**config.mk**
```make
export PLATFORM = sky130hd
export DESIGN_NAME = burst_stream_master
export DESIGN_NICKNAME = d
export VERILOG_FILES = /design/src/rtl/burst_stream_master.sv
export SDC_FILE = /design/constraint.sdc
export NUM_CORES = 1
export LEC_CHECK = 0
export CELL_PAD_IN_SITES_DETAIL_PLACEMENT = 0
export CELL_PAD_IN_SITES_GLOBAL_PLACEMENT = 1
export CORE_MARGIN = 2
export CORE_UTILIZATION = 40
export CTS_CLUSTER_SIZE = 40
export DETAILED_ROUTE_END_ITERATION = 16
export PLACE_DENSITY_LB_ADDON = 0.1
export SYNTH_ARGS = -nofsm -noshare
export SYNTH_HDL_FRONTEND = slang
export SYNTH_SLANG_ARGS = --single-unit
```
**constraint.sdc**
```tcl
create_clock -name clk -period 2.25 [get_ports clk]
set_input_delay 0.45 -clock clk [delete_from_list [all_inputs] [get_ports clk]]
set_output_delay 0.45 -clock clk [all_outputs]
set_load 0.02 [all_outputs]
```
**src/rtl/burst_stream_master.sv**
```systemverilog
// Burst bus master: one address handshake, then BURST_LEN read-capture or pattern-write beats.
// Optional macro LED_SCAN_EN scans the capture buffer onto LED_OUT with a DIV_COUNT divider.
module burst_stream_master #(
  parameter int unsigned DATA_W    = 4,
  parameter int unsigned ADDR_W    = 3,
  parameter int unsigned BURST_LEN = 8,
  parameter int unsigned BASE_ADDR = 0,
  parameter int unsigned DIV_COUNT = 10000000
) (
  input  logic              clk,
  input  logic              rst_n,
  input  logic              read_en,
  input  logic              write_en,
  input  logic [1:0]        mode,
  output logic              ar_valid,
  input  logic              ar_ready,
  output logic [ADDR_W-1:0] ar_addr,
  output logic [7:0]        ar_len,
  input  logic              r_valid,
  output logic              r_ready,
  input  logic [DATA_W-1:0] r_data,
  input  logic              r_last,
  output logic              aw_valid,
  input  logic              aw_ready,
  output logic [ADDR_W-1:0] aw_addr,
  output logic [7:0]        aw_len,
  output logic              w_valid,
  input  logic              w_ready,
  output logic [DATA_W-1:0] w_data,
  output logic              w_last,
  input  logic              b_valid,
  output logic              b_ready,
  input  logic [1:0]        b_resp,
  output logic              busy,
  output logic              done,
  output logic              error,
  output logic [DATA_W-1:0] LED_OUT
);

  localparam int unsigned CW = (BURST_LEN > 1) ? $clog2(BURST_LEN) : 1;
  localparam logic [CW-1:0] LAST = CW'(BURST_LEN - 1);

  if (BURST_LEN < 2 || BURST_LEN > 256 || DIV_COUNT < 2) begin : g_param_check
    $error("burst_stream_master: BURST_LEN must be 2..256 and DIV_COUNT >= 2");
  end

  typedef enum logic [2:0] {IDLE, RD_ADDR, RD_DATA, WR_ADDR, WR_DATA, WR_RESP} state_t;

  state_t            state_q, state_d;
  logic [CW-1:0]     cnt_q, cnt_d;
  logic              ar_valid_q, ar_valid_d, r_ready_q, r_ready_d;
  logic              aw_valid_q, aw_valid_d, w_valid_q, w_valid_d;
  logic              b_ready_q, b_ready_d, w_last_q, w_last_d;
  logic [ADDR_W-1:0] ar_addr_q, ar_addr_d, aw_addr_q, aw_addr_d;
  logic [7:0]        ar_len_q, ar_len_d, aw_len_q, aw_len_d;
  logic [DATA_W-1:0] w_data_q, w_data_d;
  logic              busy_q, busy_d, done_q, done_d, error_q, error_d;
  logic [DATA_W-1:0] led_q, led_d;
  logic [DATA_W-1:0] buf_q [BURST_LEN];
  logic              buf_we_c, rd_final_c;
  logic [CW-1:0]     pat_k_c;
  logic [DATA_W-1:0] two_k_c, pat_c;

  // Next-beat write pattern: beat 0 on the address handshake, cnt+1 while streaming.
  always_comb begin
    pat_k_c = (state_q == WR_DATA) ? CW'(cnt_q + CW'(1)) : '0;
    two_k_c = DATA_W'({pat_k_c, 1'b0});
    pat_c   = two_k_c;
    case (mode)
      2'd0: pat_c = two_k_c;
      2'd1: pat_c = two_k_c | DATA_W'(1);
      2'd2: pat_c = ~two_k_c;
      2'd3: pat_c = buf_q[pat_k_c];
      default: pat_c = two_k_c;
    endcase
  end

  always_comb begin
    state_d    = state_q;
    cnt_d      = cnt_q;
    ar_valid_d = ar_valid_q;
    r_ready_d  = r_ready_q;
    aw_valid_d = aw_valid_q;
    w_valid_d  = w_valid_q;
    b_ready_d  = b_ready_q;
    w_last_d   = w_last_q;
    ar_addr_d  = ar_addr_q;
    aw_addr_d  = aw_addr_q;
    ar_len_d   = ar_len_q;
    aw_len_d   = aw_len_q;
    w_data_d   = w_data_q;
    error_d    = error_q;
    done_d     = 1'b0;
    buf_we_c   = 1'b0;
    rd_final_c = 1'b0;
    case (state_q)
      IDLE: begin
        if (read_en) begin
          state_d    = RD_ADDR;
          ar_valid_d = 1'b1;
          ar_addr_d  = ADDR_W'(BASE_ADDR);
          ar_len_d   = 8'(BURST_LEN - 1);
          error_d    = 1'b0;
        end else if (write_en) begin
          state_d    = WR_ADDR;
          aw_valid_d = 1'b1;
          aw_addr_d  = ADDR_W'(BASE_ADDR);
          aw_len_d   = 8'(BURST_LEN - 1);
          error_d    = 1'b0;
        end
      end
      RD_ADDR: begin
        if (ar_ready) begin
          ar_valid_d = 1'b0;
          r_ready_d  = 1'b1;
          cnt_d      = '0;
          state_d    = RD_DATA;
        end
      end
      RD_DATA: begin
        if (r_valid && r_ready_q) begin
          buf_we_c = 1'b1;
          if (r_last != (cnt_q == LAST)) error_d = 1'b1;
          if (cnt_q == LAST) begin
            rd_final_c = 1'b1;
            r_ready_d  = 1'b0;
            done_d     = 1'b1;
            state_d    = IDLE;
          end else begin
            cnt_d = CW'(cnt_q + CW'(1));
          end
        end
      end
      WR_ADDR: begin
        if (aw_ready) begin
          aw_valid_d = 1'b0;
          w_valid_d  = 1'b1;
          w_data_d   = pat_c;
          w_last_d   = (LAST == '0);
          cnt_d      = '0;
          state_d    = WR_DATA;
        end
      end
      WR_DATA: begin
        if (w_ready && w_valid_q) begin
          if (cnt_q == LAST) begin
            w_valid_d = 1'b0;
            w_last_d  = 1'b0;
            b_ready_d = 1'b1;
            state_d   = WR_RESP;
          end else begin
            cnt_d    = pat_k_c;
            w_data_d = pat_c;
            w_last_d = (pat_k_c == LAST);
          end
        end
      end
      WR_RESP: begin
        if (b_valid && b_ready_q) begin
          b_ready_d = 1'b0;
          done_d    = 1'b1;
          if (b_resp != 2'd0) error_d = 1'b1;
          state_d   = IDLE;
        end
      end
      default: state_d = IDLE;
    endcase
    busy_d = (state_d != IDLE);
  end

  always_ff @(posedge clk) begin
    if (rst_n) begin
      state_q    <= IDLE;
      cnt_q      <= '0;
      ar_valid_q <= 1'b0;
      r_ready_q  <= 1'b0;
      aw_valid_q <= 1'b0;
      w_valid_q  <= 1'b0;
      b_ready_q  <= 1'b0;
      w_last_q   <= 1'b0;
      ar_addr_q  <= '0;
      aw_addr_q  <= '0;
      ar_len_q   <= '0;
      aw_len_q   <= '0;
      w_data_q   <= '0;
      busy_q     <= 1'b0;
      done_q     <= 1'b0;
      error_q    <= 1'b0;
      for (int i = 0; i < int'(BURST_LEN); i++) buf_q[i] <= '0;
    end else begin
      state_q    <= state_d;
      cnt_q      <= cnt_d;
      ar_valid_q <= ar_valid_d;
      r_ready_q  <= r_ready_d;
      aw_valid_q <= aw_valid_d;
      w_valid_q  <= w_valid_d;
      b_ready_q  <= b_ready_d;
      w_last_q   <= w_last_d;
      ar_addr_q  <= ar_addr_d;
      aw_addr_q  <= aw_addr_d;
      ar_len_q   <= ar_len_d;
      aw_len_q   <= aw_len_d;
      w_data_q   <= w_data_d;
      busy_q     <= busy_d;
      done_q     <= done_d;
      error_q    <= error_d;
      if (buf_we_c) buf_q[cnt_q] <= r_data;
    end
  end

`ifdef LED_SCAN_EN
  localparam int unsigned DW = $clog2(DIV_COUNT);
  logic [DW-1:0] div_q, div_d;
  logic [CW-1:0] idx_q, idx_d;

  // Free-running divider; each tick outside RD_DATA shows the next buffer entry.
  always_comb begin
    div_d = (div_q == DW'(DIV_COUNT - 1)) ? '0 : DW'(div_q + DW'(1));
    idx_d = idx_q;
    led_d = led_q;
    if (state_q == RD_DATA) begin
      led_d = '0;
    end else if (div_q == '0) begin
      led_d = buf_q[idx_q];
      idx_d = (idx_q == LAST) ? '0 : CW'(idx_q + CW'(1));
    end
  end

  always_ff @(posedge clk) begin
    if (rst_n) begin
      div_q <= '0;
      idx_q <= '0;
      led_q <= '0;
    end else begin
      div_q <= div_d;
      idx_q <= idx_d;
      led_q <= led_d;
    end
  end
`else
  // Final beat of a read burst is also the displayed value.
  always_comb begin
    led_d = rd_final_c ? r_data : led_q;
  end

  always_ff @(posedge clk) begin
    if (rst_n) led_q <= '0;
    else       led_q <= led_d;
  end
`endif

  assign ar_valid = ar_valid_q;
  assign ar_addr  = ar_addr_q;
  assign ar_len   = ar_len_q;
  assign r_ready  = r_ready_q;
  assign aw_valid = aw_valid_q;
  assign aw_addr  = aw_addr_q;
  assign aw_len   = aw_len_q;
  assign w_valid  = w_valid_q;
  assign w_data   = w_data_q;
  assign w_last   = w_last_q;
  assign b_ready  = b_ready_q;
  assign busy     = busy_q;
  assign done     = done_q;
  assign error    = error_q;
  assign LED_OUT  = led_q;

endmodule
```
# ---- Word level (Yosys, flattened, before mapping)
# Memory sizes are Yosys's and may differ from the RTL's.
# Cells that the tools add are included.
dict set report op_classes {
  n_mux 66
  n_eq_ne 26
  reduce_logical 26
  add_sub_neg 1
  bitwise_logic 2
}
# op n
set ops {}
lappend ops {{$mux 3} 17}
lappend ops {{$mux 1} 33}
lappend ops {{$ne 2x2->1 const B} 12}
lappend ops {{$reduce_and 4->1} 5}
lappend ops {{$pmux 3 s6} 1}
lappend ops {{$mux 4} 4}
lappend ops {{$pmux 4 s4} 1}
lappend ops {{$pmux 1 s2} 7}
lappend ops {{$eq 3x3->1 const B} 4}
lappend ops {{$pmux 3 s4} 1}
lappend ops {{$reduce_bool 2->1} 6}
lappend ops {{$reduce_and 3->1} 3}
lappend ops {{$pmux 4 s2} 1}
lappend ops {{$reduce_and 7->1} 1}
lappend ops {{$eq 3x2->1 const B} 2}
lappend ops {{$reduce_and 6->1} 1}
lappend ops {{$reduce_bool 3->1} 2}
lappend ops {{$eq 2x2->1 const B} 2}
lappend ops {{$ne 2x1->1 const B} 2}
lappend ops {{$not 4->4} 1}
lappend ops {{$reduce_bool 4->1} 1}
lappend ops {{$reduce_or 4->1} 1}
lappend ops {{$add 3x1->3 const B} 1}
lappend ops {{$eq 3x1->1 const B} 1}
lappend ops {{other kinds (9)} 11}
dict set report totals {
  ramBits 32
  out_inout_bits 39
  elab_cells 137
  mem_count 1
  ff_bits 25
  inputBits 18
}
# memory words width read_ports rd_ports_with_merged_regs wr line_no
set mem_list {}
lappend mem_list {buf_q 8 4 1 0 8 59} ;# logic [DATA_W-1:0] buf_q [BURST_LEN];

# ---- Depth between registers and ports, before layout
dict set report depth {
  word_depth 8
  depth_mapped 8
  ltp_nobuf 7
}

# ---- Least setup slack after synthesis
# OpenSTA, ideal clock, no wires.
dict set report synth_timing {
  kind {register to register}
  start {register cnt_q[1]}
  end {register busy_q (netlist: busy)}
  arrival_time_ns 1.798
  synth_period_minus_slack_ns 1.925
  setup_time_ns 0.127
  setup_slack_ns 0.325
  n_path_buf 1
  stages_incl_launch_ff 9
  path_cell_list {dfxtp_1 -> ha_1 -> ha_1 -> clkbuf_1 -> inv_1 -> o311ai_0 -> o21a_1 -> nor3_1 -> or3_1}
}
dict set report synth_between {
  elab_chain_cells 5
  word_cells_on_any_way 7
  classes_between {eq/ne (1); mux (5); reduce/logical (1)}
}
# item line_no
set synth_rtl {}
lappend synth_rtl {{start: declaration} 50} ;# logic [CW-1:0] cnt_q, cnt_d;
lappend synth_rtl {{start signal: assignment} 192} ;# cnt_q <= cnt_d;
lappend synth_rtl {{$eq 3x3->1 (*)} {124, 146}}
lappend synth_rtl {{$mux 3 (on tied branches)} {146, 124}}
lappend synth_rtl {{$mux 3 (on tied branches)} {145, 121}}
lappend synth_rtl {{$pmux 3 s6 (*)} 96} ;# case (state_q)
lappend synth_rtl {{$reduce_bool 3->1 (*)} 168} ;# busy_d = (state_d != IDLE);
lappend synth_rtl {{end signal: assignment} 204} ;# busy_q <= busy_d;
lappend synth_rtl {{end: declaration} 57} ;# logic busy_q, busy_d, done_q, done_d, error_q, error_d;
# Every way passes the cells marked *; elsewhere a longest branch is shown, timed or not.
# A chain may end at the register's enable or synchronous reset.

==> impl_results.md <==
- FF-to-FF Start: state_q[2]
- Row count: 32
- Min-Delay Path Class: reg2reg
- Clk Latency, worst-skew pair: about 0.34 ns
- Pin count of the biggest net entering global routing: 23
- # H-tree levels: 3
- Top sig layer: met4
- Chip Width: between 90 and 100 um
- Setup bufs post-CTS: 0
- Die ar.: between 0.008 and 0.009 sq mm
- Congestion Overflow GR: 0
- Multiplexer share of the synthesized area: 5.918%
- Number of max-cap violations: 0
- 1st-iter DRT viols: 112
- Total Power: around 2.4 mW
- CTS resizes: 0
- CP max stage delay: 0.51 ns
- Worst EP required: between 2 and 2.5 ns
- PwrDens: 635.4 mW/mm^2
- Yosys warns: 0
- Max VDD drop: 316.7 uV
- Total Neg Setup Slack: 0 ns
- Tcrit/Tclk final: 94.52%
- Cells after synthesis: 311
- Worst Skew: between 0.009 and 0.01 ns
- Data arrival, critical path: roughly 2.2 ns
- CP most frequent cell: buf_4
- Total track usage: 18.54%
- First-pass GRT wire length: between 10000 and 15000 um
- Slowest cell on the critical path: or3b_1
- Setup crit end kind: flip-flop
- Clock sink count: 57
- Synth unique cells: 58
- Routed length on met3: just under 300 um
- CTS buffer count: 9
- TritonCTS clock tree: built
- Die Y-Extent: just over 90 um
- Met1 WL: between 3000 and 4000 um
- # hold bufs at CTS: 0
- CTS Buffer Depth: 2
- Critical path class: reg2reg
- Placed Instances: between 400 and 500
- DRC: 0
- CP Launch Type: flip-flop
- Commonest cells after routing, fill and taps aside: clkdlybuf4s50_1 (40), and2_1 (32), edfxtp_1 (32)
- # IOs: 57
- Initial antenna violation count: 0
- CP cell instances: nor3b_2 -> or3b_1 -> buf_4 -> o21ai_0 -> buf_4
- Post-place setup slack: -0.09913 ns
- Overall routed net length: around 7300 um
- Max FO, Critical Path: 10
- EDFF count, synth: 32
- Largest family of logic cells by synthesized area: simple AND/OR/NAND/NOR gates
- Synth Area in Adders: less than 1%
- Synth Area in Simple Gates: between 20% and 30%
- Hold path start: w_data[2]
- Number of global-route vias before repair: 2280
- Core area: 0.007607 sq mm
- Hold endpoint: w_data[2]
- Post-synthesis cell area: roughly 0.0031 sq mm
- DP HPWL: roughly 5500 um
- RR Endpoint: buf_q[5][3]
- Setup violations, final: 0
- Commonest non-fill, non-tap cell in the layout: clkdlybuf4s50_1
- Slack of the critical path: around 0.12 ns
- Reg2Reg Depth: 5
- RSZ-0062 raised after global routing: false
- Outcome: finished, final reports clean
- Ys async rst share: 0%
- XOR/XNOR Fraction of Synth Area: 0.5675%
- Root buf cell: clkbuf_8
- Initial Util: between 40% and 50%
- Hold depth: 1
- Final Wtd Congestion: approximately 0.87
- Avg Synthesized Cell Area: 9.925 sq um
- Slew Limit Fails: 0
- Fin crit period: 2.127 ns
- Antenna-violating nets left: 0
- Setup slack, reg-to-reg: 0.12 ns
- P&R area growth vs syn: 24.77%
- Max Clock Freq: 470.2 MHz
- Prevailing post-synth register cell: edfxtp_1
- Final Hold Slack: around 0.49 ns
- Compound-Gate Fraction of Synth Area: ~12%
- Seq/Total Area, Yosys: a little under half
- Routed vias/inst: a little over 5
- Final Hold Viols: 0
- Wire length on met2: between 3000 and 4000 um
- Flops & latches, synth: 57
- Layout cells sized above 1: around 16%
- Post-Layout Cell Count: 478
- Reg clk slew, reported paths: 0.07 ns
- Via count: between 2000 and 2500
- ANT cells: 0
- Port Buffers: 40
- Avg WL per Cell: roughly 15 um
- Final nets: 391
- Pleak: about 1.4 nW
- Drt first pass iters: 4
==> cell families (layout without fill, tap and decap cells) <==
family                   Yosys count  in the layout
AO/OA/AOI/OAI                     54             54
flip-flops                        57             57
multiplexers                      18             18
buffers and inverters             43             93
AND/OR/NAND/NOR                  134            134
adder cells (fa/ha/maj)            2              2
XOR/XNOR                           2              2
other                              1             16
==> report_power, final <==
group	switching, mW	internal, mW	leakage [nW]	total, mW
combinational	0.242	0.192	0.828	0.434
clock	0.446	0.394	0.0730	0.840
sequential	0.0286	1.14	0.534	1.17
==> how the worst max path moves through the flow <==
stage          startpoint  depth (start not counted)          end  slack (ns)
6_report       state_q[2]                          5  buf_q[5][3]        0.12
5_1_grt        state_q[2]                          5  buf_q[5][3]       0.005
4_1_cts        state_q[2]                          5  buf_q[5][0]        0.11
3_5_place_dp      r_valid                          6  buf_q[5][0]        -0.1
3_3_place_gp      r_valid                          6  buf_q[5][0]       -0.06
2_1_floorplan    cnt_q[1]                          8         busy        0.32
==> area by class of cell <==
type,instances,area [sq um]
Timing Repair Buffer,72,653.1
Tap cell,102,127.6
Fill cell,721,3756
Multi-Input combinational cell,226,1420
Clock inverter,7,46.29
Inverter,5,18.77
Sequential cell,57,1461
Clock buffer,9,123.9
==> synth_stat cells (all sizes together) (2+ instances only) <==
| master | number | share of area [%] |
|---|---|---|
| o221ai | 3 | 0.85 |
| nand4 | 3 | 0.61 |
| nand2b | 4 | 0.81 |
| nor2b | 2 | 0.41 |
| xnor2 | 2 | 0.57 |
| and2 | 32 | 6.5 |
| nor3b | 4 | 1.3 |
| clkbuf | 11 | 1.3 |
| nand2 | 16 | 1.9 |
| edfxtp | 32 | 31 |
| nor3 | 9 | 1.6 |
| o311ai | 2 | 0.57 |
| nor4b | 2 | 1.1 |
| mux2 | 2 | 0.73 |
| a211oi | 3 | 0.73 |
| or2 | 6 | 1.2 |
| nand3b | 2 | 0.49 |
| nor4 | 4 | 1.0 |
| nand3 | 10 | 1.6 |
| nor2 | 30 | 3.6 |
| a21oi | 23 | 3.7 |
| a31oi | 5 | 1.0 |
| buf | 27 | 6.5 |
| nand4bb | 2 | 0.73 |
| inv | 5 | 0.61 |
| dfxtp | 25 | 16 |
| nand4b | 3 | 0.85 |
| o21ai | 6 | 0.97 |
| mux2i | 16 | 5.2 |
| ha | 2 | 0.81 |
==> registers in the layout, indices dropped and copies added, names as in the netlist <==
signal	count
LED_OUT	4
w_data	4
aw_valid	1
done	1
buf_q	32
r_ready	1
w_valid	1
w_last	1
aw_len	1
busy	1
b_ready	1
cnt_q	3
error	1
ar_len	1
state_q	3
ar_valid	1
==> critical path: cells and delay by family, from the launching register on <==
kind            cells  cell delay [ns]
buf+inv             2             0.35
flops               1             0.42
simple gates        2             0.88
compound gates      1             0.19
==> per-layer routing <==
layer / global-route usage (%) / up-vias
li1: - / 1201
met1: 25.05 / 1145
met2: 29.41 / 54
met3: 5.012 / 9
met4: 5.100 / 0
met5: 0 / -
==> stage by stage <==
step                utilization [%]  area, sq um
finish                        50.63         3851
global placement              48.39         3681
global route                  50.63         3851
CTS                           50.63         3851
floorplan                         -         3143
detailed placement            48.39         3681
No activity file was read; power rests on OpenSTA's default activity.
==> edit (config.mk and constraints unchanged) <==
The parameter `DATA_W` goes from 4 to 6.
--- a/src/rtl/burst_stream_master.sv
+++ b/src/rtl/burst_stream_master.sv
@@ -1,7 +1,7 @@
 // Burst bus master: one address handshake, then BURST_LEN read-capture or pattern-write beats.
 // Optional macro LED_SCAN_EN scans the capture buffer onto LED_OUT with a DIV_COUNT divider.
 module burst_stream_master #(
-  parameter int unsigned DATA_W    = 4,
+  parameter int unsigned DATA_W    = 6,
   parameter int unsigned ADDR_W    = 3,
   parameter int unsigned BURST_LEN = 8,
   parameter int unsigned BASE_ADDR = 0,
Interface: changed (resized LED_OUT, r_data and w_data); port bits go from 57 to 63. The function was not compared with the original's and may differ.
==> edit against the unedited design <==
- final area up 26%
- synthesized area up 26%
- fmax grew 1.8%
- clock skew fell by 0.0030 ns
- wire length is 35% higher
- sequential cell count rose by 20
- setup slack better by 0.038 ns
- total power up 28%
- critical path type unchanged
- critical endpoint is now w_data[0]
- largest cell class unchanged
==> edit: results (changes against the unedited design) <==
* Hold_sp: LED_OUT[4]
* Hold WC Path Type: reg2reg
* Worst R2R Setup Slack at 0.16 ns (+0.04 ns)
* Pleak at 1.81 nW (+26%)
* Post-synthesis area per instance at 10.2 um^2 (+2.4%)
* Delay-heaviest family, CP: compound AO/OA/AOI/OAI gates
* Iter 0 DRT Violations at 144 (+29%)
* Post-synth ARST share at 0 (unchanged)
* Worst hold path depth at 2 (+1)
* R2r startpoint: cnt_q[0]
* Synth Warn # at 0 (unchanged)
* CTS Buf Count at 9 (unchanged)
* Nets at 474 (+21%)
* CP max stage delay at 0.35 ns (-0.16 ns)
* Crit-path slowest cell: dfxtp_1
* Clock root buffer: clkbuf_8
* First-pass GRT wire length at 15500 um (+30%)
* Max rail drop VDD at 0.310 mV (-2.0%)
* Gr usage total at 0.200 (+0.0143)
* Hold Path Sink: LED_OUT[4]
* PortBufs at 46 (+15%)
* DRT Pass-1 Iters at 4 (unchanged)
* Worst skew pair latency at 0.36 ns (+0.02 ns)
* Synth cell types at 59 (+1.7%)
* Largest register FFs at 48 (+50%)
* Vias in the first global route at 2897 (+27%)
* Most frequent cells after synthesis: and2_1, edfxtp_1, nand2_1
* Via density at 5.07 (+0.66%)
* Worst Skew at 0.00605 ns (-0.00296 ns)
* Layout cells sized above 1 at 0.160 (+0.000163)
* Post-synthesis sequential area ratio at 0.518 (+0.0448)
* Largest Register: buf_q
* Worst Path Max Fanout at 5 (-5)
* Hold_buf cts at 0 (unchanged)
* Ranking of synthesized cells by area: edfxtp_1, dfxtp_1, and2_1
* DP Cell Count at 573 (+24%)
* Critical R2R Capture: w_data[0]
* Clk buf depth at 2 (unchanged)
* CP arrival at 2.32 ns (+0.13 ns)
* Status: finished clean
* Routability cong. at 0.782 (-9.8%)
* Clock slew at reported path FFs at 0.08 ns
* Antenna fix cells at 0 (unchanged)
* Post-synth EDFFs at 48 (+50%)
* Antenna violations before repair at 0 (unchanged)
* Largest net degree at the start of global routing at 27 (+17%)
* R2R depth at 9 (+4)
* Total wire length at 9890 um (+35%)
* CTS H-tree lvls at 3 (unchanged)
* Post-DP HPWL at 7300 um (+33%)
* DR WL/cell at 16.8 um (+9.6%)
* Hold WS at 0.457 ns (-0.0302 ns)
## edit: worst max path at each step
stage          startpoint           to  slack, ns  cells past startpoint
6_report         cnt_q[0]    w_data[0]       0.16                      9
5_1_grt          cnt_q[0]    w_data[0]       0.02                      9
4_1_cts          cnt_q[0]    w_data[2]       0.07                      6
3_5_place_dp      r_valid  buf_q[4][4]      -0.03                      5
3_3_place_gp      r_valid  buf_q[0][5]     -0.003                      5
2_1_floorplan    cnt_q[0]    w_data[4]       0.20                      9
## edit: per-layer routing
layer | part of all wire | global-route usage | vias up
li1 | - | - | 1464
met1 | 0.46 | 0.267 | 1433
met2 | 0.47 | 0.319 | 79
met3 | 0.056 | 0.0495 | 17
met4 | 0.016 | 0.0678 | 0
met5 | 0 | 0 | -
## edit: kinds of logic after synthesis
kind of cell | after synthesis | synth area share
xor gates and xnor gates | 1 | 0.00225
other | 1 | 0.000961
DFF | 77 | 0.518
buffers and inverters | 46 | 0.0667
AOI/OAI and AO/OA | 70 | 0.128
adders and majority gates | 2 | 0.00641
muxes | 10 | 0.0279
and+or+nand+nor | 177 | 0.249
## edit: worst register-to-register path, delay by kind of cell (launching register included)
family                     cells  cell delay [ns]
buffers and inverters          2             0.36
and+or+nand+nor                1             0.15
AOI/OAI and AO/OA              4             0.60
DFF                            1             0.35
adders and majority gates      2             0.50
## edit: what timing repair did
item	in CTS	in global routing
endpoints found under the setup margin	1	4
pin swaps	0	2
gates resized for setup	1	6
cloned	0	0
buffers inserted	0	1
## edit: final cells by class
type | instances | area, um^2
Clock buffer | 9 | 124
Sequential cell | 77 | 2020
Timing Repair Buffer | 80 | 716
Clock inverter | 7 | 66.3
Fill cell | 944 | 4800
Multi-Input combinational cell | 276 | 1710
Inverter | 8 | 30.0
Tap cell | 133 | 166
## edit: metrics by stage
step | area, um^2 | setup WS (ns)
6_report | 4840 | 0.161
5_1_grt | 4840 | 0.0246
4_1_cts | 4800 | 0.0701
3_5_place_dp | 4600 | -0.0254
3_3_place_gp | 4600 | -0.00253
2_1_floorplan | 3960 | 0.198
## edit: power breakdown
group	leakage (nW)	switching, mW	total (mW)	internal (mW)
Sequential	0.731	0.0390	1.59	1.55
Clock	0.0903	0.517	1.02	0.504
Combinational	0.984	0.302	0.527	0.224
Total	1.81	0.859	3.14	2.28
